**config.mk**
```make
export PLATFORM = sky130hd
export DESIGN_NAME = decomp_cascade_logic_flat
export DESIGN_NICKNAME = d
export VERILOG_FILES = /design/src/rtl/decomp_cascade_logic_pkg.sv /design/src/rtl/decomp_cascade_logic_if.sv /design/src/rtl/decomp_skid_buf.sv /design/src/rtl/decomp_cascade_logic.sv /design/src/flat_wrapper.sv
export SDC_FILE = /design/constraint.sdc
export NUM_CORES = 1
export LEC_CHECK = 0
export CAP_MARGIN = 20
export CORE_MARGIN = 3
export CORE_UTILIZATION = 51
export CTS_CLUSTER_SIZE = 16
export DETAILED_ROUTE_END_ITERATION = 7
export GPL_TIMING_DRIVEN = 0
export MAX_ROUTING_LAYER = met4
export PLACE_DENSITY = 0.79
export SLEW_MARGIN = 20
export SYNTH_ARGS = -nofsm -noshare
export SYNTH_HDL_FRONTEND = slang
export SYNTH_SLANG_ARGS = --single-unit
```
**constraint.sdc**
```tcl
create_clock -name clk -period 3.4 [get_ports clk]
set_clock_uncertainty 0.1 [all_clocks]
set_input_delay 0.34 -clock clk [delete_from_list [all_inputs] [get_ports clk]]
set_output_delay 0.34 -clock clk [all_outputs]
set_load 0.02 [all_outputs]
```
**src/rtl/decomp_cascade_logic_pkg.sv**
```systemverilog
// Shared types and constants for the decompression cascade glue logic.
// The FSM encoding, the default timing and the byte-mask helpers live here.
package decomp_cascade_logic_pkg;

  typedef enum logic [1:0] {
    IDLE  = 2'd0,
    RUN   = 2'd1,
    DRAIN = 2'd2,
    DONE  = 2'd3
  } state_t;

  localparam logic [3:0]  WAIT_TIME_DEFAULT  = 4'hA;
  localparam int          SKID_DEPTH_DEFAULT = 2;
  localparam logic [1:0]  FULL_WORD          = 2'b00;
  localparam logic [16:0] MAX_LEN            = 17'h1_FFFF;

  typedef struct packed {
    logic        last;
    logic [1:0]  mask;
    logic [31:0] data;
  } skid_entry_t;

  // lmask 3'b000 cannot describe a real word, so it is read as a full word.
  function automatic logic [1:0] lmask_to_bytemask(input logic [2:0] lmask);
    if (lmask[2] || (lmask[1:0] == 2'b00)) begin
      return FULL_WORD;
    end
    return lmask[1:0];
  endfunction

  function automatic logic [2:0] bytemask_bytes(input logic [1:0] mask);
    if (mask == FULL_WORD) begin
      return 3'd4;
    end
    return {1'b0, mask};
  endfunction

endpackage

```
**src/rtl/decomp_cascade_logic_if.sv**
```systemverilog
// Huffman-output / LZ4-input handshake bundle.
// master = stream source/sink environment, slave = the cascade glue block.
interface decomp_cascade_logic_if;

  logic [31:0] huff_data;
  logic        huff_valid;
  logic        huff_last;
  logic [2:0]  huff_lmask;
  logic        huff_empty;
  logic        huff_done;
  logic        huff_oen;

  logic        lz4_full;
  logic [33:0] lz4_data;
  logic        lz4_valid;
  logic        lz4_blk_end;
  logic        lz4_in_end;
  logic        len_err;

  modport master (
    output huff_data,
    output huff_valid,
    output huff_last,
    output huff_lmask,
    output huff_empty,
    output huff_done,
    input  huff_oen,
    output lz4_full,
    input  lz4_data,
    input  lz4_valid,
    input  lz4_blk_end,
    input  lz4_in_end,
    input  len_err
  );

  modport slave (
    input  huff_data,
    input  huff_valid,
    input  huff_last,
    input  huff_lmask,
    input  huff_empty,
    input  huff_done,
    output huff_oen,
    input  lz4_full,
    output lz4_data,
    output lz4_valid,
    output lz4_blk_end,
    output lz4_in_end,
    output len_err
  );

endinterface

```
**src/rtl/decomp_skid_buf.sv**
```systemverilog
// Small skid FIFO holding words that arrive while the LZ4 input FIFO is full.
// Push and pop may happen in the same cycle; flush empties it at stream start.
module decomp_skid_buf
  import decomp_cascade_logic_pkg::*;
#(
  parameter int DEPTH = SKID_DEPTH_DEFAULT
) (
  input  logic                         clk,
  input  logic                         rst,
  input  logic                         flush,
  input  logic                         push,
  input  skid_entry_t                  push_entry,
  input  logic                         pop,
  output skid_entry_t                  head,
  output logic [$clog2(DEPTH+1)-1:0]   occupancy
);

  localparam int PW = (DEPTH > 1) ? $clog2(DEPTH) : 1;
  localparam int CW = $clog2(DEPTH + 1);

  skid_entry_t   mem [DEPTH];
  logic [PW-1:0] rd_ptr_reg;
  logic [PW-1:0] wr_ptr_reg;
  logic [CW-1:0] count_reg;
  logic          do_push;
  logic          do_pop;

  function automatic logic [PW-1:0] ptr_inc(input logic [PW-1:0] p);
    if (p == PW'(DEPTH - 1)) begin
      return '0;
    end
    return p + PW'(1);
  endfunction

  assign do_pop  = pop && (count_reg != '0);
  assign do_push = push && ((count_reg != CW'(DEPTH)) || do_pop);

  for (genvar gi = 0; gi < DEPTH; gi++) begin : g_entry
    always_ff @(posedge clk) begin
      if (do_push && (wr_ptr_reg == PW'(gi))) begin
        mem[gi] <= push_entry;
      end
    end
  end

  always_ff @(posedge clk) begin
    if (rst || flush) begin
      rd_ptr_reg <= '0;
      wr_ptr_reg <= '0;
      count_reg  <= '0;
    end else begin
      if (do_push) begin
        wr_ptr_reg <= ptr_inc(wr_ptr_reg);
      end
      if (do_pop) begin
        rd_ptr_reg <= ptr_inc(rd_ptr_reg);
      end
      case ({do_push, do_pop})
        2'b10:   count_reg <= count_reg + CW'(1);
        2'b01:   count_reg <= count_reg - CW'(1);
        default: count_reg <= count_reg;
      endcase
    end
  end

  // Head is read combinationally so the oldest word can go out the same cycle.
  assign head      = mem[rd_ptr_reg];
  assign occupancy = count_reg;

endmodule

```
**src/rtl/decomp_cascade_logic.sv**
```systemverilog
// Re-packs Huffman decoder words into LZ4 decoder input words, tracks block
// byte counts and raises end-of-stream. Optional length check: BLK_LEN_CHECK_EN.
module decomp_cascade_logic
  import decomp_cascade_logic_pkg::*;
#(
  parameter logic [3:0] WAIT_TIME  = WAIT_TIME_DEFAULT,
  parameter int         SKID_DEPTH = SKID_DEPTH_DEFAULT
) (
  input  logic                   clk,
  input  logic                   rst,
  input  logic                   start_decompress,
  input  logic [16:0]            max_stat_len,
  input  logic                   max_stat_valid,
  decomp_cascade_logic_if.slave  bus
);

  localparam int SCW = $clog2(SKID_DEPTH + 1);

  state_t        state_reg;
  logic          huff_oen_reg;
  logic [33:0]   lz4_data_reg;
  logic          lz4_valid_reg;
  logic          blk_end_reg;
  logic          in_end_reg;
  logic [16:0]   blk_cnt_reg;
  logic [16:0]   max_stat_len_reg;
  logic [3:0]    wait_count_reg;

  skid_entry_t   in_entry;
  skid_entry_t   skid_head;
  skid_entry_t   out_entry;
  logic [SCW-1:0] skid_cnt;
  logic          skid_nonempty;
  logic          skid_push;
  logic          skid_pop;
  logic          write_en;
  logic [2:0]    word_bytes;
  logic [17:0]   blk_sum;
  logic          oen_next;
  logic          drained;

  assign in_entry = '{last: bus.huff_last,
                      mask: lmask_to_bytemask(bus.huff_lmask),
                      data: bus.huff_data};

  assign skid_nonempty = (skid_cnt != '0);

  // Older skid content always leaves before a word arriving this cycle.
  assign out_entry = skid_nonempty ? skid_head : in_entry;
  assign write_en  = !bus.lz4_full && (skid_nonempty || bus.huff_valid);
  assign skid_push = bus.huff_valid && (bus.lz4_full || skid_nonempty);
  assign skid_pop  = !bus.lz4_full && skid_nonempty;

  assign word_bytes = bytemask_bytes(out_entry.mask);
  assign blk_sum    = {1'b0, blk_cnt_reg} + {15'b0, word_bytes};

  assign oen_next = ((state_reg == RUN) || (state_reg == DRAIN)) &&
                    !bus.huff_empty && !bus.lz4_full &&
                    !skid_nonempty && !max_stat_valid;

  // A word requested last cycle is on huff_valid now; both must be idle.
  assign drained = (wait_count_reg == WAIT_TIME) && bus.huff_empty &&
                   !skid_nonempty && !huff_oen_reg && !bus.huff_valid;

  decomp_skid_buf #(
    .DEPTH (SKID_DEPTH)
  ) u_skid (
    .clk        (clk),
    .rst        (rst),
    .flush      (start_decompress),
    .push       (skid_push),
    .push_entry (in_entry),
    .pop        (skid_pop),
    .head       (skid_head),
    .occupancy  (skid_cnt)
  );

  always_ff @(posedge clk) begin
    if (rst) begin
      state_reg  <= IDLE;
      in_end_reg <= 1'b0;
    end else if (start_decompress) begin
      state_reg  <= RUN;
      in_end_reg <= 1'b0;
    end else begin
      case (state_reg)
        IDLE:  state_reg <= IDLE;
        RUN: begin
          if (bus.huff_done) begin
            state_reg <= DRAIN;
          end
        end
        DRAIN: begin
          if (drained) begin
            state_reg  <= DONE;
            in_end_reg <= 1'b1;
          end
        end
        DONE:    state_reg <= DONE;
        default: state_reg <= IDLE;
      endcase
    end
  end

  always_ff @(posedge clk) begin
    if (rst) begin
      huff_oen_reg  <= 1'b0;
      lz4_data_reg  <= '0;
      lz4_valid_reg <= 1'b0;
      blk_end_reg   <= 1'b0;
    end else begin
      huff_oen_reg  <= oen_next;
      lz4_valid_reg <= write_en;
      blk_end_reg   <= write_en && out_entry.last;
      if (write_en) begin
        lz4_data_reg <= {out_entry.mask, out_entry.data};
      end
    end
  end

  always_ff @(posedge clk) begin
    if (rst) begin
      blk_cnt_reg      <= '0;
      max_stat_len_reg <= MAX_LEN;
      wait_count_reg   <= '0;
    end else begin
      if (start_decompress || max_stat_valid) begin
        blk_cnt_reg <= '0;
      end else if (write_en) begin
        if (out_entry.last) begin
          blk_cnt_reg <= '0;
        end else if (blk_sum > {1'b0, MAX_LEN}) begin
          blk_cnt_reg <= MAX_LEN;
        end else begin
          blk_cnt_reg <= blk_sum[16:0];
        end
      end

      if (max_stat_valid) begin
        max_stat_len_reg <= max_stat_len;
      end

      if (start_decompress) begin
        wait_count_reg <= '0;
      end else if (bus.huff_done && (wait_count_reg != WAIT_TIME)) begin
        wait_count_reg <= wait_count_reg + 4'd1;
      end
    end
  end

`ifdef BLK_LEN_CHECK_EN
  logic len_err_reg;
  logic len_mismatch;

  // A short final block is legal once the Huffman decoder has finished.
  assign len_mismatch = (blk_sum != {1'b0, max_stat_len_reg}) &&
                        !((blk_sum < {1'b0, max_stat_len_reg}) && bus.huff_done);

  always_ff @(posedge clk) begin
    if (rst || start_decompress) begin
      len_err_reg <= 1'b0;
    end else if (write_en && out_entry.last && len_mismatch) begin
      len_err_reg <= 1'b1;
    end
  end

  assign bus.len_err = len_err_reg;
`else
  logic unused_max_len;
  assign unused_max_len = ^max_stat_len_reg;
  assign bus.len_err    = 1'b0;
`endif

  assign bus.huff_oen    = huff_oen_reg;
  assign bus.lz4_data    = lz4_data_reg;
  assign bus.lz4_valid   = lz4_valid_reg;
  assign bus.lz4_blk_end = blk_end_reg;
  assign bus.lz4_in_end  = in_end_reg;

endmodule

```
**src/flat_wrapper.sv**
```systemverilog
// flat-port wrapper written by rule: the top's interface ports become plain ports
module decomp_cascade_logic_flat import decomp_cascade_logic_pkg::*;
#(
  parameter logic [3:0] WAIT_TIME  = WAIT_TIME_DEFAULT,
  parameter int         SKID_DEPTH = SKID_DEPTH_DEFAULT
)
  (clk, rst, start_decompress, max_stat_len, max_stat_valid, bus_huff_data, bus_huff_valid, bus_huff_last, bus_huff_lmask, bus_huff_empty, bus_huff_done, bus_huff_oen, bus_lz4_full, bus_lz4_data, bus_lz4_valid, bus_lz4_blk_end, bus_lz4_in_end, bus_len_err);
  decomp_cascade_logic_if bus_i ();
  input  logic clk;
  input  logic rst;
  input  logic start_decompress;
  input  logic [16:0] max_stat_len;
  input  logic max_stat_valid;
  input wire logic [$bits(bus_i.huff_data)-1:0] bus_huff_data;
  input wire logic [$bits(bus_i.huff_valid)-1:0] bus_huff_valid;
  input wire logic [$bits(bus_i.huff_last)-1:0] bus_huff_last;
  input wire logic [$bits(bus_i.huff_lmask)-1:0] bus_huff_lmask;
  input wire logic [$bits(bus_i.huff_empty)-1:0] bus_huff_empty;
  input wire logic [$bits(bus_i.huff_done)-1:0] bus_huff_done;
  output wire logic [$bits(bus_i.huff_oen)-1:0] bus_huff_oen;
  input wire logic [$bits(bus_i.lz4_full)-1:0] bus_lz4_full;
  output wire logic [$bits(bus_i.lz4_data)-1:0] bus_lz4_data;
  output wire logic [$bits(bus_i.lz4_valid)-1:0] bus_lz4_valid;
  output wire logic [$bits(bus_i.lz4_blk_end)-1:0] bus_lz4_blk_end;
  output wire logic [$bits(bus_i.lz4_in_end)-1:0] bus_lz4_in_end;
  output wire logic [$bits(bus_i.len_err)-1:0] bus_len_err;
  assign bus_i.huff_data = bus_huff_data;
  assign bus_i.huff_valid = bus_huff_valid;
  assign bus_i.huff_last = bus_huff_last;
  assign bus_i.huff_lmask = bus_huff_lmask;
  assign bus_i.huff_empty = bus_huff_empty;
  assign bus_i.huff_done = bus_huff_done;
  assign bus_huff_oen = bus_i.huff_oen;
  assign bus_i.lz4_full = bus_lz4_full;
  assign bus_lz4_data = bus_i.lz4_data;
  assign bus_lz4_valid = bus_i.lz4_valid;
  assign bus_lz4_blk_end = bus_i.lz4_blk_end;
  assign bus_lz4_in_end = bus_i.lz4_in_end;
  assign bus_len_err = bus_i.len_err;
  decomp_cascade_logic #(.WAIT_TIME(WAIT_TIME), .SKID_DEPTH(SKID_DEPTH)) u_core (.clk(clk), .rst(rst), .start_decompress(start_decompress), .max_stat_len(max_stat_len), .max_stat_valid(max_stat_valid), .bus(bus_i));
endmodule
```
==> results of run 1 <==
## metal layers
| layer | vias to the layer above | global-route usage, % | wire length, um |
|---|---|---|---|
| met3 | 11 | 4.82 | 524 |
| li1 | 1680 | - | - |
| met2 | 111 | 34.6 | 5730 |
| met5 | - | - | 0 |
| met4 | 0 | 7.69 | 127 |
| met1 | 1733 | 26.6 | 4720 |
## kinds of logic after synthesis
| logic type | share of synthesized area [%] |
|---|---|
| AO/OA/AOI/OAI | 12.9 |
| XOR/XNOR | 1.23 |
| adder cells (fa/ha/maj) | 1.26 |
| buffers and inverters | 5.40 |
| flip-flops | 61.9 |
| multiplexers | 7.27 |
| other | 0.0753 |
| AND/OR/NAND/NOR | 9.88 |
## cells in the final DEF, fill, tap and decap left out, drive strengths merged, types with 3 or more instances in the layout
master          n
edfxtp         70
xnor2           4
or2             3
a2111oi        34
clkbuf         29
nor3           34
clkinv          6
nor2b           5
xor2            3
nand2           7
a21oi          36
buf            26
clkdlybuf4s50  81
nor2           50
dfxtp          49
a211oi          3
ha              5
inv             5
bufinv          4
mux2i          35
## where the power goes
group / leakage, nW / internal [mW] / switching, mW
registers: 1.04 / 1.59 / 0.0230
clock network: 0.289 / 1.19 / 0.580
logic: 0.895 / 0.158 / 0.187
total: 2.23 / 2.94 / 0.790
## through the flow
| stage | hold WS, ns | power (mW) | setup TNS, ns |
|---|---|---|---|
| 6_report | 0.344 | 3.73 | 0 |
| 5_1_grt | 0.341 | 3.85 | 0 |
| 4_1_cts | 0.322 | 3.76 | 0 |
| 3_5_place_dp | 0.362 | 1.98 | 0 |
| 3_3_place_gp | 0.351 | 1.96 | -56.26 |
| 2_1_floorplan | 0.339 | 1.82 | 0 |
## final timing paths
path | from | to | cells past startpoint
max | u_core.u_skid.occupancy[0]$_SDFFE_PP0P_ | u_core.u_skid.mem[1][14]$_DFFE_PP_ | 5
min | bus_huff_last | u_core.u_skid.mem[1][34]$_DFFE_PP_ | 1
max reg2reg | u_core.u_skid.occupancy[0]$_SDFFE_PP0P_ | u_core.u_skid.mem[1][14]$_DFFE_PP_ | 5
min reg2reg | u_core.bus.lz4_data[33]$_SDFFE_PP0P_ | u_core.bus.lz4_data[33]$_SDFFE_PP0P_ | 2
## area by class of cell
type	instances	area share (%)
Inverter	5	0.284
Timing Repair Buffer	83	12.9
Tap cell	129	2.45
Multi-Input combinational cell	235	24.9
Buffer	33	3.79
Clock buffer	20	6.60
Sequential cell	119	46.7
Clock inverter	11	2.35
## worst register-to-register path: cells and delay by family, from the launching register on
kind | cells | cell delay [ns]
AND/OR/NAND/NOR | 1 | 0.67
buffers and inverters | 3 | 0.62
flip-flops | 1 | 0.43
AO/OA/AOI/OAI | 1 | 0.28
==> flow_summary.json, run 1 <==
{
  "grt_pass1_vias": 3608,
  "core_area_mm2": 0.00937,
  "layout.nets": 560,
  "slew_headroom_pct": 49.7,
  "synthFlopType": "edfxtp_1",
  "dpl-instance-area_mm2": 0.00601,
  "crit_slowest_cell": "nor2_4",
  "grt_max_degree": 23,
  "ys_ff_latch": 119,
  "critPathMaxFanout": 22,
  "drv_slew": 0,
  "overflow": 0,
  "synth_cells": 392,
  "n_fill_cell": 687,
  "grtUsageTotal_pct": 21.4,
  "stdcell_area_mm2": 0.00660,
  "die_area_mm2": 0.0110,
  "status": "complete, no violations",
  "r2r_setup_slack_ns": 1.00,
  "hold_viol": 0,
  "dp.cells": 604,
  "drive_gt1_share_pct": 13.2,
  "synth-edff-count": 70,
  "cts.sink_count": 119,
  "cpPeakStageDelay_ns": 0.67,
  "power.density_mw_per_mm2": 565,
  "drtIter0Drc": 191,
  "rsz0062_at_grt": "no",
  "setup_slack_ns": 1.00,
  "cp.arrival_ns": 2.51,
  "dr.pass1.iters": 5,
  "cts_buffers": 17,
  "routed_via_density": 5.57,
  "pre_cts_ws_ns": 0.702,
  "multi_input_area_mm2": 0.00164,
  "die_w_um": 105,
  "wire_per_inst_um": 17.5,
  "synth_common_cells": "edfxtp_1 (70), nor2_1 (50), dfxtp_1 (49)",
  "largest_reg_flops": 70,
  "post-cts-setup-buffers": 0,
  "end_kind": "flop",
  "p_leak_nw": 2.23,
  "start_util_pct": 53.1,
  "yosysTopAreaCell": "edfxtp_1",
  "ir_drop_v": 0.000387,
  "dp_hpwl_um": 7380,
  "yosysMostFrequentCell": "edfxtp_1",
  "root_buffer": "clkbuf_8",
  "synth_area_leaders": "edfxtp_1 (42%), dfxtp_1 (20%), mux2i_1 (7.0%)",
  "cp_top_family": "simple AND/OR/NAND/NOR gates",
  "netlist_area_mm2": 0.00498,
  "avgSynthCellArea_um2": 12.7,
  "crit_type": "reg -> reg",
  "tritoncts": "yes",
  "path_clk_slew_ns": 0.05,
  "stdcell_count": 635,
  "syn_nets": 458,
  "min_path_type": "in -> reg",
  "cts_max_level": 4,
  "grt_first_pass_wirelength_um": 18000,
  "area_growth_pct": 32.6,
  "rows": 35,
  "ys.warnings.count": 0,
  "path_cells": "buf_6, buf_4, o21ai_0, nor2_4, buf_8",
  "clock_latency_ns": 0.51,
  "synth_top_area_share_pct": 42.2,
  "worst_pin_slew_ns": 0.747,
  "setup_violations": 0,
  "synth_cell_types": 39,
  "cts_resized": 0,
  "antenna_left": 0,
  "pin_count": 100,
  "async_flop_share_pct": 0,
  "finalWeightedCongestion": 0.757,
  "min_period_ns": 2.40,
  "path_buf_inv": 3,
  "clock_path_buffers": 2,
  "regArea_mm2": 0.00308,
  "chipHeight_um": 105,
  "wl_um": 11100,
  "postCtsHoldBufs": 0,
  "dr_total_vias": 3535,
  "max_cap_viol_count": 0,
  "port_buffers": 81,
  "diodes": 0,
  "finalCoreUtilization_pct": 70.4,
  "worstSetupStartpointType": "flop",
  "clock.fmax_mhz": 417,
  "drcViolationCount": 0,
  "required_ns": 3.51,
  "finalCritPeriodShare_pct": 70.6,
  "yosysSeqAreaShare_pct": 61.9,
  "antenna_found_initial": 0
}
No activity file was read; power rests on OpenSTA's default activity.
==> run 2, diff against run 1 <==
--- a/config.mk
+++ b/config.mk
@@ -7,12 +7,12 @@
 export LEC_CHECK = 0
 export CAP_MARGIN = 20
 export CORE_MARGIN = 3
-export CORE_UTILIZATION = 51
+export CORE_UTILIZATION = 46
 export CTS_CLUSTER_SIZE = 16
 export DETAILED_ROUTE_END_ITERATION = 7
 export GPL_TIMING_DRIVEN = 0
 export MAX_ROUTING_LAYER = met4
-export PLACE_DENSITY = 0.79
+export PLACE_DENSITY = 0.75
 export SLEW_MARGIN = 20
 export SYNTH_ARGS = -nofsm -noshare
 export SYNTH_HDL_FRONTEND = slang
==> constraint.sdc (replaced) <==
create_clock -name clk -period 1.95 [get_ports clk]
set_clock_uncertainty 0.1 [all_clocks]
set_input_delay 0.195 -clock clk [delete_from_list [all_inputs] [get_ports clk]]
set_output_delay 0.195 -clock clk [all_outputs]
set_load 0.02 [all_outputs]
==> run 2 against run 1 <==
Net effect:
- power grew 69%
- clock-buffer cell count grew 2
- critical path depth is the same
- via count shrank 0.40%
- flip-flop and latch count is the same
- register-to-register slack lost 0.86 ns
- routed wire length grew 3.8%
- cell area grew 1.3%
- final cell count grew 2.5%
- non-clock buffer count grew 6
- critical endpoint is now u_core.u_skid.mem[1][13]$_DFFE_PP_
==> flow_summary.json, run 2 (synthesized netlist as in run 1, its figures left out) <==
{
  "power.density_mw_per_mm2": 940,
  "antenna_left": 0,
  "grtUsageTotal_pct": 21.1,
  "die_w_um": 110,
  "crit_type": "reg -> reg",
  "hold_viol": 0,
  "chipHeight_um": 110,
  "grt_pass1_vias": 3782,
  "status": "complete, no violations",
  "critPathMaxFanout": 11,
  "overflow": 0,
  "cp-startpoint": "u_core.u_skid.occupancy[1]$_SDFFE_PP0P_",
  "start_util_pct": 47.8,
  "path_cells": "buf_6, xor2_1, o21ai_2, nor2_4, buf_12",
  "worstSetupStartpointType": "flop",
  "wire_per_inst_um": 17.7,
  "port_buffers": 81,
  "ir_drop_v": 0.000625,
  "dpl-instance-area_mm2": 0.00598,
  "drtIter0Drc": 205,
  "cts_buffers": 17,
  "finalWeightedCongestion": 0.766,
  "drive_gt1_share_pct": 14.6,
  "min_period_ns": 1.80,
  "crit_slowest_cell": "o21ai_2",
  "clock_path_buffers": 2,
  "root_buffer": "clkbuf_8",
  "min_path_type": "in -> reg",
  "area_growth_pct": 34.3,
  "drcViolationCount": 0,
  "min_from": "bus_huff_data[8]",
  "wl_um": 11500,
  "p_leak_nw": 2.25,
  "required_ns": 2.12,
  "drv_slew": 0,
  "path_clk_slew_ns": 0.06,
  "path_buf_inv": 2,
  "tritoncts": "yes",
  "cts.sink_count": 119,
  "cp.arrival_ns": 1.97,
  "max_cap_viol_count": 0,
  "clock.fmax_mhz": 554,
  "clock_latency_ns": 0.51,
  "end_kind": "flop",
  "power.total_mw": 6.29,
  "pre_cts_ws_ns": -0.592,
  "cpPeakStageDelay_ns": 0.46,
  "worst_pin_slew_ns": 0.614,
  "largest_reg_flops": 70,
  "layout_common_cells": "clkdlybuf4s50_1 (81), edfxtp_1 (70), dfxtp_1 (49)",
  "diodes": 0,
  "cp_top_family": "compound AO/OA/AOI/OAI gates",
  "finalSetupTns_ns": 0,
  "finalCoreUtilization_pct": 64.2,
  "core_area_mm2": 0.0104,
  "dp_hpwl_um": 7220,
  "setup_slack_ns": 0.146,
  "dr.pass1.iters": 4,
  "pin_count": 100,
  "finalCritPeriodShare_pct": 92.5,
  "layout_commonest_cell": "clkdlybuf4s50_1",
  "rsz0062_at_grt": "no",
  "setup_violations": 0,
  "grt_max_degree": 18,
  "rows": 37,
  "cts_max_level": 4,
  "antenna_found_initial": 0,
  "layout.nets": 568,
  "stdcell_area_mm2": 0.00669,
  "dr_total_vias": 3521,
  "die_area_mm2": 0.0121,
  "r2r_start": "u_core.u_skid.occupancy[1]$_SDFFE_PP0P_",
  "grt_first_pass_wirelength_um": 18700,
  "routed_via_density": 5.41,
  "slew_headroom_pct": 59.1
}
[run 2: cell types whose count changed in the layout (fill, tap and decap cells not counted)]
| cell | change |
|---|---|
| buf_12 | +7 |
| buf_16 | -1 |
| buf_4 | +1 |
| buf_8 | -1 |
| bufinv_16 | -2 |
| clkbuf_1 | +2 |
| clkbuf_2 | +1 |
| clkbuf_8 | -1 |
| clkinv_2 | -1 |
| clkinvlp_4 | +2 |
| nor2_4 | +2 |
| o21ai_0 | -1 |
| o21ai_2 | +1 |
[run 2: layer usage]
layer / up-vias / GRT usage [%] / part of all wire, %
met5: - / - / 0
met4: 0 / 7.12 / 0.81
met2: 115 / 33.6 / 50
met1: 1698 / 26.6 / 44
met3: 13 / 5.01 / 5.2
li1: 1695 / - / -
[run 2: where the power goes]
| group | leakage, nW | switching (mW) | internal (mW) |
|---|---|---|---|
| clock | 0.254 | 1.06 | 1.80 |
| sequential | 1.04 | 0.0408 | 2.76 |
| combinational | 0.949 | 0.334 | 0.291 |
| total | 2.25 | 1.43 | 4.85 |
[run 2: area by class of cell]
| type | instances | area [um^2] |
|---|---|---|
| fill | 792 | 3730 |
| sequential | 119 | 3080 |
| multi-input combinational | 237 | 1670 |
| timing repair buffer | 89 | 958 |
| clock buffer | 22 | 433 |
| buffer | 33 | 251 |
| tap | 136 | 170 |
| clock inverter | 10 | 105 |
| inverter | 5 | 18.8 |
[run 2: path summary, 6_finish.rpt]
kind	to	slack (ns)	depth (start not counted)
min reg2reg	u_core.bus.lz4_data[33]$_SDFFE_PP0P_	0.36	2
max reg2reg	u_core.u_skid.mem[1][13]$_DFFE_PP_	0.15	5
max	u_core.u_skid.mem[1][13]$_DFFE_PP_	0.15	5
min	u_core.u_skid.mem[1][8]$_DFFE_PP_	0.20	1
[run 2: what timing repair did]
action,in CTS,in global routing
gates resized for setup,2,2
hold buffers,0,0
buffers inserted,8,0
gates cloned,2,0
setup endpoints to repair,70,4
hold endpoints to repair,0,0
pin swaps,3,0
[run 2: metrics by stage]
| stage | std cells | hold WS [ns] |
|---|---|---|
| finish | 651 | 0.202 |
| CTS | 651 | 0.175 |
| detailed placement | 609 | 0.359 |
| global route | 651 | 0.190 |
| floorplan | 392 | 0.194 |
| global placement | 609 | 0.349 |
